===== src/rtl/avalon_input_capture.sv =====
// Purpose : Avalon-MM slave returning debounced KEY/SW board inputs, sticky edge events, IRQ and key-press count.
// Latency : readdata registered, fixed read latency 1 (no waitrequest); writes take effect on the write cycle.
// Backpr. : none - the slave always accepts; inputs are sampled every cycle, events are never dropped.
//
// Ports:
//   CLOCK_50       system clock, all logic on the rising edge
//   reset_n        synchronous active-low reset
//   key_n          raw push buttons, active-low, asynchronous
//   sw             raw slide switches, asynchronous
//   avs_address    register word address: 0 DATA, 1 MASK, 2 EDGE (W1C), 3 COUNT
//   avs_read       read strobe, data returned on avs_readdata the following cycle
//   avs_write      write strobe
//   avs_writedata  write data
//   avs_readdata   registered read data, holds its value between reads
//   irq            level interrupt, registered |(EDGE & MASK)

module avalon_input_capture #(
    parameter int N_KEYS          = 3,
    parameter int N_SW            = 10,
    parameter int DEBOUNCE_CYCLES = 250000,
    parameter int CNT_W           = 18
) (
    input  logic                CLOCK_50,
    input  logic                reset_n,
    input  logic [N_KEYS-1:0]   key_n,
    input  logic [N_SW-1:0]     sw,
    input  logic [1:0]          avs_address,
    input  logic                avs_read,
    input  logic                avs_write,
    input  logic [31:0]         avs_writedata,
    output logic [31:0]         avs_readdata,
    output logic                irq
);

    // Input vector layout shared by DATA, MASK and EDGE: {sw, keys}.
    localparam int W = N_SW + N_KEYS;

    localparam logic [1:0] ADDR_DATA  = 2'd0;
    localparam logic [1:0] ADDR_MASK  = 2'd1;
    localparam logic [1:0] ADDR_EDGE  = 2'd2;
    localparam logic [1:0] ADDR_COUNT = 2'd3;

    localparam logic [CNT_W-1:0] DB_LAST  = CNT_W'(DEBOUNCE_CYCLES - 1);

    // One extra bit so the settle count DEBOUNCE_CYCLES+1 always fits.
    localparam int               ARM_W    = CNT_W + 1;
    localparam logic [ARM_W-1:0] ARM_LAST = ARM_W'(DEBOUNCE_CYCLES + 1);

    // Synchroniser flops reset to the idle pin levels (keys released, switches low)
    // so the first cycles after reset do not look like activity.
    localparam logic [W-1:0] SYNC_IDLE = {{N_SW{1'b0}}, {N_KEYS{1'b1}}};

    // ------------------------------------------------------------------
    // Two-flop synchroniser, keys inverted afterwards so 1 = pressed.
    // ------------------------------------------------------------------
    logic [W-1:0] sync_q1;
    logic [W-1:0] sync_q2;
    logic [W-1:0] sync_v;

    always_ff @(posedge CLOCK_50) begin
        if (!reset_n) begin
            sync_q1 <= SYNC_IDLE;
            sync_q2 <= SYNC_IDLE;
        end else begin
            sync_q1 <= {sw, key_n};
            sync_q2 <= sync_q1;
        end
    end

    assign sync_v = {sync_q2[W-1:N_KEYS], ~sync_q2[N_KEYS-1:0]};

    // ------------------------------------------------------------------
    // Per-bit debounce: the synced value must disagree with the accepted
    // value for DEBOUNCE_CYCLES consecutive cycles before it is taken.
    // Any cycle of agreement restarts the count, so short glitches vanish.
    // ------------------------------------------------------------------
    logic [W-1:0][CNT_W-1:0] db_cnt;
    logic [W-1:0]            db_q;
    logic [W-1:0]            db_nxt;

    always_comb begin
        db_nxt = db_q;
        for (int i = 0; i < W; i++) begin
            if ((sync_v[i] != db_q[i]) && (db_cnt[i] == DB_LAST)) begin
                db_nxt[i] = sync_v[i];
            end
        end
    end

    always_ff @(posedge CLOCK_50) begin
        if (!reset_n) begin
            db_q   <= '0;
            db_cnt <= '0;
        end else begin
            db_q <= db_nxt;
            for (int i = 0; i < W; i++) begin
                if ((sync_v[i] == db_q[i]) || (db_cnt[i] == DB_LAST)) begin
                    db_cnt[i] <= '0;
                end else begin
                    db_cnt[i] <= db_cnt[i] + 1'b1;
                end
            end
        end
    end

    // ------------------------------------------------------------------
    // Arming: the debounced state needs up to DEBOUNCE_CYCLES+2 cycles to
    // catch up with the pins after reset. Until then changes are the
    // settle, not user activity, and must not raise events.
    // ------------------------------------------------------------------
    logic [ARM_W-1:0] arm_cnt;
    logic             armed;

    always_ff @(posedge CLOCK_50) begin
        if (!reset_n) begin
            arm_cnt <= '0;
            armed   <= 1'b0;
        end else if (!armed) begin
            if (arm_cnt == ARM_LAST) begin
                armed <= 1'b1;
            end else begin
                arm_cnt <= arm_cnt + 1'b1;
            end
        end
    end

    // ------------------------------------------------------------------
    // Event detection on the debounced vector. Events are taken from the
    // next-state value so EDGE, COUNT and DATA all move on the same edge.
    // ------------------------------------------------------------------
    logic [N_KEYS-1:0] key_press;
    logic [N_SW-1:0]   sw_change;
    logic [W-1:0]      events;
    logic [15:0]       press_inc;

    assign key_press = armed ? (db_nxt[N_KEYS-1:0] & ~db_q[N_KEYS-1:0]) : '0;
    assign sw_change = armed ? (db_nxt[W-1:N_KEYS] ^ db_q[W-1:N_KEYS])  : '0;
    assign events    = {sw_change, key_press};

    // Several keys can be accepted on the same cycle; each counts once.
    always_comb begin
        press_inc = '0;
        for (int i = 0; i < N_KEYS; i++) begin
            press_inc = press_inc + 16'(key_press[i]);
        end
    end

    // ------------------------------------------------------------------
    // Register file.
    // ------------------------------------------------------------------
    logic [W-1:0] mask_q;
    logic [W-1:0] edge_q;
    logic [15:0]  press_count;

    logic [W-1:0] mask_nxt;
    logic [W-1:0] edge_nxt;
    logic [15:0]  count_nxt;
    logic [W-1:0] edge_clr;
    logic         wr_mask;
    logic         wr_edge;
    logic         wr_count;

    assign wr_mask  = avs_write && (avs_address == ADDR_MASK);
    assign wr_edge  = avs_write && (avs_address == ADDR_EDGE);
    assign wr_count = avs_write && (avs_address == ADDR_COUNT);

    assign edge_clr  = wr_edge ? avs_writedata[W-1:0] : '0;
    assign mask_nxt  = wr_mask ? avs_writedata[W-1:0] : mask_q;
    // New events are OR-ed in after the clear, so a set beats a same-cycle W1C.
    assign edge_nxt  = (edge_q & ~edge_clr) | events;
    // Clear first, then add this cycle's presses; 16-bit add wraps naturally.
    assign count_nxt = (wr_count ? 16'h0000 : press_count) + press_inc;

    always_ff @(posedge CLOCK_50) begin
        if (!reset_n) begin
            mask_q      <= '0;
            edge_q      <= '0;
            press_count <= '0;
            irq         <= 1'b0;
        end else begin
            mask_q      <= mask_nxt;
            edge_q      <= edge_nxt;
            press_count <= count_nxt;
            // Built from next-state values so irq tracks EDGE with no extra lag.
            irq         <= |(edge_nxt & mask_nxt);
        end
    end

    // ------------------------------------------------------------------
    // Read path: mux of current (pre-write) register values, registered.
    // ------------------------------------------------------------------
    logic [31:0] rd_mux;

    always_comb begin
        rd_mux = '0;
        case (avs_address)
            ADDR_DATA:  rd_mux = 32'(db_q);
            ADDR_MASK:  rd_mux = 32'(mask_q);
            ADDR_EDGE:  rd_mux = 32'(edge_q);
            ADDR_COUNT: rd_mux = {16'h0000, press_count};
            default:    rd_mux = '0;
        endcase
    end

    always_ff @(posedge CLOCK_50) begin
        if (!reset_n) begin
            avs_readdata <= '0;
        end else if (avs_read) begin
            avs_readdata <= rd_mux;
        end
    end

    // Upper write-data bits have no register behind them.
    logic unused_wdata;
    assign unused_wdata = ^avs_writedata[31:W];

endmodule

===== config.mk =====
export PLATFORM = sky130hd
export DESIGN_NAME = avalon_input_capture
export DESIGN_NICKNAME = d
export VERILOG_FILES = /design/src/rtl/avalon_input_capture.sv
export SDC_FILE = /design/constraint.sdc
export NUM_CORES = 1
export LEC_CHECK = 0
export CAP_MARGIN = 20
export CORE_MARGIN = 2
export CORE_UTILIZATION = 50
export DETAILED_ROUTE_END_ITERATION = 10
export GPL_ROUTABILITY_DRIVEN = 0
export PLACE_DENSITY = 0.69
export SLEW_MARGIN = 25
export SYNTH_ARGS = -nofsm -noshare
export SYNTH_HDL_FRONTEND = slang
export SYNTH_SLANG_ARGS = --single-unit

===== constraint.sdc =====
create_clock -name CLOCK_50 -period 6.6 [get_ports CLOCK_50]
set_input_delay 0.99 -clock CLOCK_50 [delete_from_list [all_inputs] [get_ports CLOCK_50]]
set_output_delay 0.99 -clock CLOCK_50 [all_outputs]
set_load 0.01 [all_outputs]

Word level (Yosys, flattened, before mapping):

Index checks and enable logic that the tools add are counted.

* add/subtract/negate cells: 17
* equality and inequality tests: 43
* multiplexer cells: 21
* bitwise gates (word level): 11
* reduce and logical (&&, ||, !) cells: 45

Operator list (count)
* $add 18x1->18 const B: 13
* $eq 18x18->1 const B: 13
* $pmux 32 s4: 1
* $and 13x13->13: 2
* $mux 13: 2
* $reduce_or 2->1: 13
* $add 19x1->19 const B: 1
* $eq 19x18->1 const B: 1
* $add 16x3->16: 1
* $logic_and 1x1->1: 16
* $mux 16: 1
* $mux 1: 15
* $eq 1x1->1: 13
* $logic_or 1x1->1: 13
* $ne 1x1->1: 13
* $not 13->13: 1
* $or 13x13->13: 1
* $reduce_or 13->1: 1
* $mux 10: 1
* $xor 10x10->10: 1
* $not 3->3: 2
* $eq 2x2->1 const B: 2
* $add 2x1->3: 1
* $and 3x3->3: 1
* 6 further kinds: 8

* register bits: 368
* output and inout port bits: 33
* word-level logic and storage cells: 160

Longest topological paths before layout:

* word-level depth: 9
* depth in mapped cells: 14

Worst setup path after synthesis:

No wires, ideal clock.

* kind: input to register
* from: input avs_address[1]
* to: register press_count[15]
* setup time: 0.123 ns
* data arrival time: 3.455 ns
* required time: 6.477 ns
* path slack: 3.022 ns
* stages: 12
* cells stage by stage: buf_2 nand3_1 buf_2 and2_1 fa_1 ha_1 a21o_1 nand3_1 nor4_2 or3b_1 xor2_1 nor2_1

* word-level cells in the longest chain between the ends: 4

Ends and longest elaborated chain
* start: declaration: line 27 `input logic [1:0] avs_address,`
* $eq 2x2->1: line 165 `assign wr_count = avs_write && (avs_address == ADDR_COUNT);`
* $logic_and 1x1->1: line 165
* $mux 16: line 172 `assign count_nxt = (wr_count ? 16'h0000 : press_count) + press_inc;`
* $add 16x3->16: line 172
* end signal: assignment: line 183 `press_count <= count_nxt;`
* end: declaration: line 153 `logic [15:0] press_count;`

No other way between the ends.
A chain may end at the register's enable or synchronous reset.

Final worst setup path:

* from: input avs_address[0]
* to: register press_count[15]

Same word-level chain as after synthesis.

==> impl_metrics.json <==
{
  "tightest_slew_ns": 0.801,
  "fin_cells": 2142,
  "initialDrtViolationCount": 608,
  "ctsHoldBuffers": 0,
  "reg2reg_slack_ns": 2.98,
  "ys_types": 67,
  "dp_cells": 2077,
  "end_kind": "flop",
  "totalPowerFinal_mw": 4.31,
  "arrival_ns": 4.47,
  "worstPathRequired_ns": 7.00,
  "pwr-share-seq_pct": 49.9,
  "yosysWarnings": 0,
  "finalClockSkew_ns": 0.0140,
  "cp_max_fo": 19,
  "tns_ns": 0,
  "initial_core_util_pct": 51.0,
  "r2r_start": "armed$_SDFF_PN0_",
  "hp-class": "flop to flop",
  "cts_setup_buffers": 0,
  "layout_common_cells": "dfxtp_1 (352), nor2_1 (327), xor2_1 (117)",
  "fin_crit_sh_pct": 61.7,
  "via_count": 11200,
  "drive_gt1_share_pct": 6.11,
  "p_clk_share_pct": 47.9,
  "grt_max_degree": 72,
  "clock_latency_ns": 0.52,
  "fp.dieH_microns": 178,
  "grt_pass1_vias": 10700,
  "vias_per_cell": 5.25,
  "power_density_mw_per_mm2": 251,
  "p_leak_nw": 5.87,
  "ys_seq_area_share_pct": 46.5,
  "final-setup-viol-count": 0,
  "synth_area_leaders": "dfxtp_1 (46%), nor2_1 (8.1%), xor2_1 (6.8%)",
  "cts_resized": 0,
  "finish.instance_area_sq_mm": 0.0172,
  "firstDrtPassIters": 4,
  "dieWidth_microns": 178,
  "htree_num_levels": 2,
  "hpwlAfterDp_microns": 20100,
  "crit_start": "avs_address[0]",
  "drc_errors": 0,
  "synth_edf_count": 0,
  "fmax_mhz": 245,
  "num-nets-final": 1797,
  "yosys_register_bits": 352,
  "synth_ff_type": "dfxtp_1",
  "io_pins": 84,
  "grt_pass1_wl_microns": 50600,
  "async_flop_share_pct": 0,
  "r2r_end": "press_count[12]$_SDFF_PN0_",
  "rsz0062_at_grt": "false",
  "clockBufferDepth": 3,
  "fin_crit_ns": 4.07,
  "syn_area_per_cell_sq_um": 9.07,
  "drv_slew": 0,
  "antenna_left": 0,
  "num_rows": 63,
  "synthCells": 1672,
  "final_common_cell": "dfxtp_1",
  "status": "finished, final reports clean",
  "cts_sinks": 352,
  "dpl-instance-area_sq_mm": 0.0159,
  "pwr-share-comb_pct": 2.3,
  "holdPathEnd": "sync_q2[2]$_SDFF_PN1_",
  "p_switching_uw": 888,
  "critPathLaunchType": "input port",
  "worst-r2r-cell-count": 12,
  "port-buffer-count": 48,
  "grt_usage_pct": 19.2,
  "post-synth-top-area-fraction_pct": 46.5,
  "antenna_found_initial": 1,
  "root_buffer": "clkbuf_16",
  "yosys.area.top_type": "dfxtp_1",
  "hold_depth": 1,
  "numCtsBuffers": 38,
  "p_sw_share_pct": 20.6,
  "dieArea_sq_mm": 0.0317,
  "wl_per_cell_microns": 13.7,
  "tritoncts": "yes",
  "hold_start": "sync_q1[2]$_SDFF_PN1_",
  "hold_violations": 0,
  "core_sq_mm": 0.0297,
  "slew_headroom_pct": 46.6,
  "path_clk_slew_ns": 0.06,
  "critical_path_class": "input port to flop",
  "vdd_drop_max_mv": 0.153,
  "maxCapViolCount": 0,
  "cellInternalPower_mw": 3.42,
  "syn_to_final_growth_pct": 13.1,
  "syn_area_sq_mm": 0.0152,
  "grt_overflow_total": 0,
  "wl_microns": 29400
}
[critical path, stage by stage]
cell             delay [ns]
clkdlybuf4s50_1        0.45
buf_4                  0.32
nand3_1                0.40
and2_1                 0.31
fa_1                   0.43
ha_1                   0.32
a21o_1                 0.10
nand3_1                0.18
nor4_2                 0.37
or3b_1                 0.40
xor2_1                 0.13
nor2_1                 0.05
[state kept, by name, indices dropped and copies added (netlist names)]
signal,cells
sync_q2,13
sync_q1,13
db_q,13
mask_q,13
edge_q,13
armed,1
irq,1
arm_cnt,19
avs_readdata,16
db_cnt,234
press_count,16
[synth_stat cells (5+ instances only)]
library cell    n
a21boi_0        6
a21oi_1        39
and2_1         42
and3_1         39
and4_1         15
buf_1           5
buf_2          15
buf_4          19
clkbuf_1       16
dfxtp_1       352
ha_1           17
inv_1          44
mux2i_1        30
mux4_2         13
nand2_1       107
nand2b_1       15
nand3_1       104
nand3_2         5
nand4_1        47
nor2_1        327
nor2b_1         7
nor3_1         37
nor4_1         15
nor4b_1         5
nor4bb_1        5
o21ai_0        26
or3_1          26
or4_1           7
xnor2_1       113
xor2_1        117
[final cells by class]
| cell class | count | area (sq um) |
|---|---|---|
| Multi-Input combinational cell | 1234 | 7700 |
| Clock buffer | 56 | 1110 |
| Antenna cell | 1 | 2.50 |
| Inverter | 45 | 169 |
| Fill cell | 2604 | 12600 |
| Tap cell | 390 | 488 |
| Timing Repair Buffer | 56 | 536 |
| Sequential cell | 352 | 7050 |
| Clock inverter | 8 | 100 |
[worst max path at each step]
stage / to / slack [ns] / depth (start not counted)
after floorplan: press_count[15]$_SDFF_PN0_ / 3.02 / 12
after global placement: press_count[15]$_SDFF_PN0_ / 2.00 / 12
after detailed placement: press_count[15]$_SDFF_PN0_ / 2.01 / 12
after global routing: press_count[15]$_SDFF_PN0_ / 2.20 / 12
after CTS: press_count[15]$_SDFF_PN0_ / 2.51 / 12
final: press_count[15]$_SDFF_PN0_ / 2.53 / 12
[cell families (layout without fill, tap and decap cells)]
family                   count (synthesis)  count (layout)  share of synthesized area, %
AND/OR/NAND/NOR                        833             833                          27.5
flip-flops                             352             352                          46.5
XOR/XNOR                               230             230                          13.3
buffers and inverters                  101             165                          3.14
AO/OA/AOI/OAI                           92              92                          3.90
multiplexers                            44              44                          3.98
adder cells (fa/ha/maj)                 19              19                          1.67
other                                    1              17                        0.0247
[power groups by stage]
stage               clock network (mW)  logic [mW]  registers [mW]
global route                      2.20       0.110            2.15
finish                            2.06      0.0989            2.15
detailed placement                   0      0.0997            2.19
floorplan                            0      0.0685            2.19
CTS                               2.11       0.100            2.15
global placement                     0      0.0986            2.19
[metrics by stage]
step	hold slack, ns	utilization [%]	setup slack [ns]
6_report	0.411	57.7	2.53
5_1_grt	0.442	57.7	2.20
3_5_place_dp	0.399	53.6	2.01
2_1_floorplan	0.386	-	3.02
3_3_place_gp	0.392	53.6	2.00
4_1_cts	0.412	57.7	2.51
[layer usage]
layer | up-vias | global-route usage (%) | routed length, microns
met5 | - | 0 | 0
met1 | 5333 | 25.6 | 13900
li1 | 5744 | - | -
met2 | 125 | 31.9 | 13800
met3 | 43 | 3.45 | 1100
met4 | 0 | 5.60 | 648
Power figures use the tool's default switching activity.
